==> src/rtl/disp_sp_bundle_fetcher.sv <==
// disp_sp_bundle_fetcher: pops command bundles from the dispatch scratchpad queue head,
// fetches their words over the SP read port and presents them as one wide command.
// Optional status write-back of a completion word is enabled by defining DISP_SP_STATUS_WB_EN.
module disp_sp_bundle_fetcher #(
    parameter int NUM_WORDS      = 8,
    parameter int STATUS_REG_IDX = 31
) (
    input  logic                    iClock,
    input  logic                    iReset,
    input  logic                    iBundleValid,
    output logic                    oBundlePop,
    output logic [31:0]             oSPReadAddress,
    output logic                    oSPReadValid,
    input  logic [31:0]             iSPReadData,
    input  logic                    iSPReadAck,
    output logic [31:0]             oSPWriteAddress,
    output logic [31:0]             oSPWriteData,
    output logic                    oSPWriteValid,
    input  logic                    iSPWriteAck,
    output logic                    oCmdValid,
    input  logic                    iCmdReady,
    output logic [32*NUM_WORDS-1:0] oCmdWords,
    output logic [15:0]             oCmdIndex
);
    localparam int CW = (NUM_WORDS > 1) ? $clog2(NUM_WORDS) : 1;

`ifdef DISP_SP_STATUS_WB_EN
    typedef enum logic [2:0] {IDLE, FETCH, PRESENT, WB, POP} state_t;
`else
    typedef enum logic [2:0] {IDLE, FETCH, PRESENT, POP} state_t;
`endif

    state_t state, stateNext;
    logic [CW-1:0] wordCnt;
    logic lastWord;

    assign lastWord = wordCnt == CW'(NUM_WORDS - 1);

`ifndef DISP_SP_STATUS_WB_EN
    logic unusedWb;
    assign unusedWb = &{1'b0, iSPWriteAck, STATUS_REG_IDX[0]};
`endif

    // State register; reset drops any in-flight handshake and leaves the bundle at the head
    always_ff @(posedge iClock) begin
        state <= iReset ? IDLE : stateNext;
    end

    // Next-state and Moore outputs; every request is held until its ack
    always_comb begin
        stateNext       = state;
        oSPReadValid    = 1'b0;
        oSPReadAddress  = 32'd0;
        oSPWriteValid   = 1'b0;
        oSPWriteAddress = 32'd0;
        oSPWriteData    = 32'd0;
        oCmdValid       = 1'b0;
        oBundlePop      = 1'b0;
        case (state)
            IDLE: stateNext = iBundleValid ? FETCH : IDLE;
            FETCH: begin
                oSPReadValid   = 1'b1;
                oSPReadAddress = 32'(wordCnt);
                stateNext      = (iSPReadAck && lastWord) ? PRESENT : FETCH;
            end
`ifdef DISP_SP_STATUS_WB_EN
            PRESENT: begin
                oCmdValid = 1'b1;
                stateNext = iCmdReady ? WB : PRESENT;
            end
            WB: begin
                oSPWriteValid   = 1'b1;
                oSPWriteAddress = 32'(STATUS_REG_IDX);
                oSPWriteData    = {16'hC0DE, oCmdIndex};
                stateNext       = iSPWriteAck ? POP : WB;
            end
`else
            PRESENT: begin
                oCmdValid = 1'b1;
                stateNext = iCmdReady ? POP : PRESENT;
            end
`endif
            POP: begin
                oBundlePop = 1'b1;
                stateNext  = IDLE;
            end
            default: stateNext = IDLE;
        endcase
    end

    // Word counter, captured command words and bundle sequence number
    always_ff @(posedge iClock) begin
        if (iReset) begin
            wordCnt   <= '0;
            oCmdWords <= '0;
            oCmdIndex <= 16'd0;
        end else begin
            if (state == IDLE) wordCnt <= '0;
            if (state == FETCH && iSPReadAck) begin
                oCmdWords[32*int'(wordCnt) +: 32] <= iSPReadData;
                if (!lastWord) wordCnt <= wordCnt + 1'b1;
            end
            if (state == POP) oCmdIndex <= oCmdIndex + 16'd1;
        end
    end
endmodule

==> config.mk <==
export PLATFORM = sky130hd
export DESIGN_NAME = disp_sp_bundle_fetcher
export DESIGN_NICKNAME = d
export VERILOG_FILES = /design/src/rtl/disp_sp_bundle_fetcher.sv
export SDC_FILE = /design/constraint.sdc
export NUM_CORES = 1
export LEC_CHECK = 0
export ABC_AREA = 1
export CAP_MARGIN = 20
export CORE_MARGIN = 4
export CORE_UTILIZATION = 29
export DETAILED_ROUTE_END_ITERATION = 16
export PLACE_DENSITY = 0.58
export SETUP_SLACK_MARGIN = 0.05
export SLEW_MARGIN = 20
export SYNTH_ARGS = -nofsm -noshare
export SYNTH_HDL_FRONTEND = slang
export SYNTH_SLANG_ARGS = --single-unit
==> constraint.sdc <==
create_clock -name iClock -period 4.45 [get_ports iClock]
set_input_delay 0.89 -clock iClock [delete_from_list [all_inputs] [get_ports iClock]]
set_output_delay 0.89 -clock iClock [all_outputs]
set_load 0.02 [all_outputs]
* Word level (Yosys, flattened, before mapping)
Cells that the tools add are included.
Operators by class: add/subtract/negate cells 3, $mul 0, divide/modulo/power cells 0, magnitude comparators 0, equal/unequal tests 4, shift-type cells 2, multiplexer cells 12, bitwise logic cells 0, reduce and logical (&&, ||, !) cells 3
Operator list (count):
- 256-bit bitwise mux | 1
- 32-bit by 33-bit variable shift with 256-bit output, first input constant | 1
- 32-bit by 33-bit indexed part select with 256-bit output | 1
- 8-bit negation with 33-bit output | 1
- 16-bit by 1-bit adder with 16-bit output, second input constant | 1
- 3-bit 2-to-1 mux | 4
- 3-bit by 2-bit equality test with 1-bit output, second input constant | 2
- 2-bit case mux with 3 select lines | 1
- 1-bit 2-to-1 mux | 5
- 3-bit by 1-bit adder with 3-bit output, second input constant | 1
- 3-bit by 1-bit equality test with 1-bit output, second input constant | 1
- 3-bit equality test, second input constant | 1
- 3-bit zero test | 1
- 1-bit logical AND | 2
- 2-bit 2-to-1 mux | 1
Storage, ports and cells: register bits after elaboration 278, bits in latches 0, bits in writable memories 0, bits in read-only memories 0, bits of input ports 38, logic and storage cells 28, memories kept 0

* Logic depth before layout (Yosys ltp)
depth after elaboration 4, depth in mapped cells 13, mapped depth without buffers 10

* Worst setup path after synthesis
OpenSTA, ideal clock, no wires.
path type register to register, start point register wordCnt[0], end point register oCmdWords[10], arrival time 1995 ps, slack 2339 ps, stages on the path, launching flop included 13, path buffers 3, clock period less this slack 2111 ps, cell sequence dfxtp_1 buf_4 inv_2 ha_1 ha_1 inv_2 buf_2 nand3_1 nor2_1 nand2_1 clkbuf_1 o21ai_0 nor2_1
Between the ends: cells in the longest elaborated chain, start to end 3, elaborated cells on any way between the ends 4, those cells by class add/sub (1); shift (2); mux (1)
Ends and longest elaborated chain:
- start, declared | line 34 | logic [CW-1:0] wordCnt;
- start signal, assigned | line 101 | if (!lastWord) wordCnt <= wordCnt + 1'b1;
- 8-bit negation with 33-bit output (*) | line 100 | oCmdWords[32*int'(wordCnt) +: 32] <= iSPReadData;
- 32-bit by 33-bit indexed part select with 256-bit output / 32-bit by 33-bit variable shift with 256-bit output (equally long branches) | line 100
- 256-bit bitwise mux (*) | line 100
- end signal, assigned by index | line 100
- end, declared | line 22 | output logic [32*NUM_WORDS-1:0] oCmdWords,
Mark *: on every way between the ends. The rest lies on a longest branch, timed or not. A chain may end at the register's enable or synchronous reset.

* Final worst setup path
start point register wordCnt[1], end point register oCmdWords[238]
Same word-level chain as after synthesis.

==> metrics.md <==
| Metric | Value |
|---|---|
| Rows | between 70 and 80 |
| Post-layout util | 0.394 |
| Initial Util | 0.294 |
| Fin Setup TNS | 0 ns |
| Syn avg cell area | 6.79 um2 |
| Crit path max-delay family | buffers and inverters |
| Worst ir drop on vdd | 0.205 mV |
| CP Data Required Time | slightly below 5 ns |
| Setup CP Type | reg -> reg |
| Mapped cell area | 12400 um2 |
| Unrepaired setup endpoints after global routing | false |
| DIE AREA | 46000 um2 |
| Sw frac | 0.262 |
| Syn. warnings | 0 |
| Status | completed |
| GR Overflow Total | 0 |
| DR pass1 iterations | 5 |
| Buffers on Ports | between 300 and 400 |
| WP data arrival | approximately 3.5 ns |
| Global-route wire length before repair | roughly 70000 um |
| Layout cells sized above 1 | 0.0475 |
| Die extent in x | 215 um |
| Seq/Total Area, Yosys | 0.448 |
| F_max | 0.325 GHz |
| Worst Hold Path Cells | 2 |
| Vias in the first global route | 11000 |
| Total GRT Usage | 0.198 |
| Cell-by-cell trace of the critical path | inv_1 -> ha_1 -> ha_1 -> inv_2 -> nand2_2 -> nor2_4 -> inv_2 -> nor2_1 -> nor2_1 |
| Root Driver | clkbuf_16 |
| H-tree Lvls | 2 |
| Fraction of registers with async set/reset | 0 |
| Flops & latches, synth | 277 |
| Top-count cell post-synth | nor2_1 |
| CTS Buffer Depth | 3 |
| Crit-path max FO | 29 |
| Crit start category | flop |
| Final setup viols | 0 |
| CP endpoint kind | flop |
| Largest cells by area after synthesis | dfxtp_1, nor2_1, nand2_1, buf_4, o21ai_0 |
| Seq pwr share | 0.446 |
| Post_cts resized | 0 |
| Largest net degree at the start of global routing | 106 |
| CORE AREA | around 42000 um2 |
| Hold Fails Final Rpt | 0 |
| Slew Limit Headroom | 0.303 |
| Fin crit share | 0.692 |
| Clk Latency, worst-skew pair | 0.54 ns |
| Synth cell count leaders | nor2_1, nand2_1, dfxtp_1 |
| Main synth FF type | dfxtp_1 |
| FF-to-FF Start | wordCnt[1]$_SDFF_PP0_ |
| Gate power share | 0.084 |
| Minimum clock period | 3.08 ns |
| Drt total wl | 48000 um |
| Num CTS Buffers | 34 |
| I/O pin count | 410 |
| DP HPWL | 33300 um |
| Total leakage power | 0.00737 uW |
| Initial antenna violation count | 1 |
| Reg2reg setup slack | 1.37 ns |
| Hold Crit Endpoint | oCmdWords[119]$_SDFFE_PP0P_ |
| CTS Sinks | 277 |
| Synth-to-layout area growth | 33.9% |
| Crit path largest cell delay | 0.52 ns |
| Vias per cell | 4.49 |
| Routed via count | 11900 |
| Post-synthesis cell type with the largest combined area | dfxtp_1 |
| P_int | 4160 uW |
| Max_cap viols | 0 |
| Initial drt markers | 774 |
| Clock skew | 0.0143 ns |
| Worst-path clk slew | roughly 0.060 ns |
| CP Buf/Inv Count | 3 |
| Cell with the largest stage delay on the worst path | inv_2 |
| Filler Cells Inserted | 4452 |
| R2r endpoint | oCmdWords[238]$_SDFFE_PP0P_ |
| Die height | about 210 um |
| EDFF count, synth | 0 |
| Drt drc | 0 |
| Actual slew at the worst max-slew pin | 1.04 ns |
| Slew Viols, Final | 0 |
| Hold Crit Class | reg -> reg |
| Synth top area share | 0.448 |
| HP Start | oCmdWords[119]$_SDFFE_PP0P_ |
| R2R cell count | 9 |
| Setup Buffers After CTS | 0 |
| Clk pwr share | 0.470 |
| Routability cong. | between 0.8 and 0.9 |
| Post-synthesis cell count | 1823 |
| Net Sw Power | 1480 uW |
| Post-route ant nets | 0 |
| Cts hold-fix bufs | 0 |
| Power density cells | 341 nW/um2 |
| Routed len/inst | about 18 um |
| Nets@finish | 2128 |
| Post-synthesis cell type count | 28 |
| CTS tree | built |
## per-stage QoR
| step | total power [uW] | worst slack [ns] | instances | hold slack (ns) | area, um2 |
|---|---|---|---|---|---|
| final | 5640 | 1.37 | 2644 | 0.464 | 16600 |
| after global routing | 5870 | 1.11 | 2643 | 0.485 | 16600 |
| after CTS | 5730 | 1.36 | 2643 | 0.465 | 16600 |
| after detailed placement | 3050 | 1.38 | 2585 | 0.456 | 15500 |
| after global placement | 3040 | 1.40 | 2585 | 0.453 | 15500 |
| after floorplan | 2900 | 2.34 | 1916 | 0.474 | 12700 |
## worst max path at each step
stage                                     start  cells after the start                           to
final                     wordCnt[1]$_SDFF_PP0_                      9  oCmdWords[238]$_SDFFE_PP0P_
after floorplan           wordCnt[0]$_SDFF_PP0_                     12   oCmdWords[10]$_SDFFE_PP0P_
after global placement                   iReset                      5   oCmdWords[10]$_SDFFE_PP0P_
after CTS                 wordCnt[1]$_SDFF_PP0_                      9  oCmdWords[238]$_SDFFE_PP0P_
after global routing      wordCnt[1]$_SDFF_PP0_                      9  oCmdWords[255]$_SDFFE_PP0P_
after detailed placement                 iReset                      5    oCmdIndex[5]$_SDFFE_PP0P_
## layer usage
metal | part of all wire | wire length [um] | track usage
met1 | 0.44 | 20900 | 0.259
met2 | 0.46 | 22100 | 0.320
met3 | 0.074 | 3550 | 0.0541
met4 | 0.029 | 1380 | 0.0603
met5 | 0 | 0 | 0
## layout make-up
type	count	area (um2)	area share
timing repair buffer	332	3290	0.199
antenna	1	2.50	0.000151
multi-input combinational	1292	5450	0.329
tap	539	674	0.0407
inverter	145	552	0.0333
clock inverter	12	110	0.00665
sequential	277	5550	0.335
clock buffer	46	936	0.0565
## power by group through the flow
stage          logic, uW  registers [uW]  clock network, uW
4_1_cts              475            2520               2740
3_5_place_dp         474            2570                  0
2_1_floorplan        305            2600                  0
5_1_grt              509            2520               2840
6_report             474            2520               2650
3_3_place_gp         473            2570                  0
## cell usage in the layout (no fill, tap or decap), types with 6 or more instances in the layout
cell type and instances:
nor2_1 578, clkdlybuf4s50_1 314, nand2_1 291, dfxtp_1 277, inv_1 135, o21ai_0 124
conb_1 94, nand3_1 79, clkbuf_16 34, nor3_1 31, o21ai_1 24, buf_4 17
nor4_1 16, a21oi_1 13, inv_2 9, nor2_4 8, nand2_2 8, ha_1 8
clkbuf_1 8, nand4_1 6, clkinv_2 6
## flip-flops by register name (all words and copies together) (netlist names)
name / flops
oCmdWords: 256
oCmdIndex: 16
state: 2
wordCnt: 3
## kinds of logic (layout without fill, tap and decap cells)
group,count (synthesis),in the layout,synth area share
compound gates,163,163,0.0662
fa+ha+maj,8,8,0.00809
buf+inv,347,535,0.141
flops,277,277,0.448
other cells,1,95,0.000303
simple gates,1027,1027,0.336
## worst reg2reg max path, cell delays in order, from the launching register on
cell and delay (ns):
dfxtp_1 0.38, inv_1 0.14, ha_1 0.23, ha_1 0.34, inv_2 0.52, nand2_2 0.24
nor2_4 0.48, inv_2 0.39, nor2_1 0.19, nor2_1 0.06
Power figures use the tool's default switching activity.
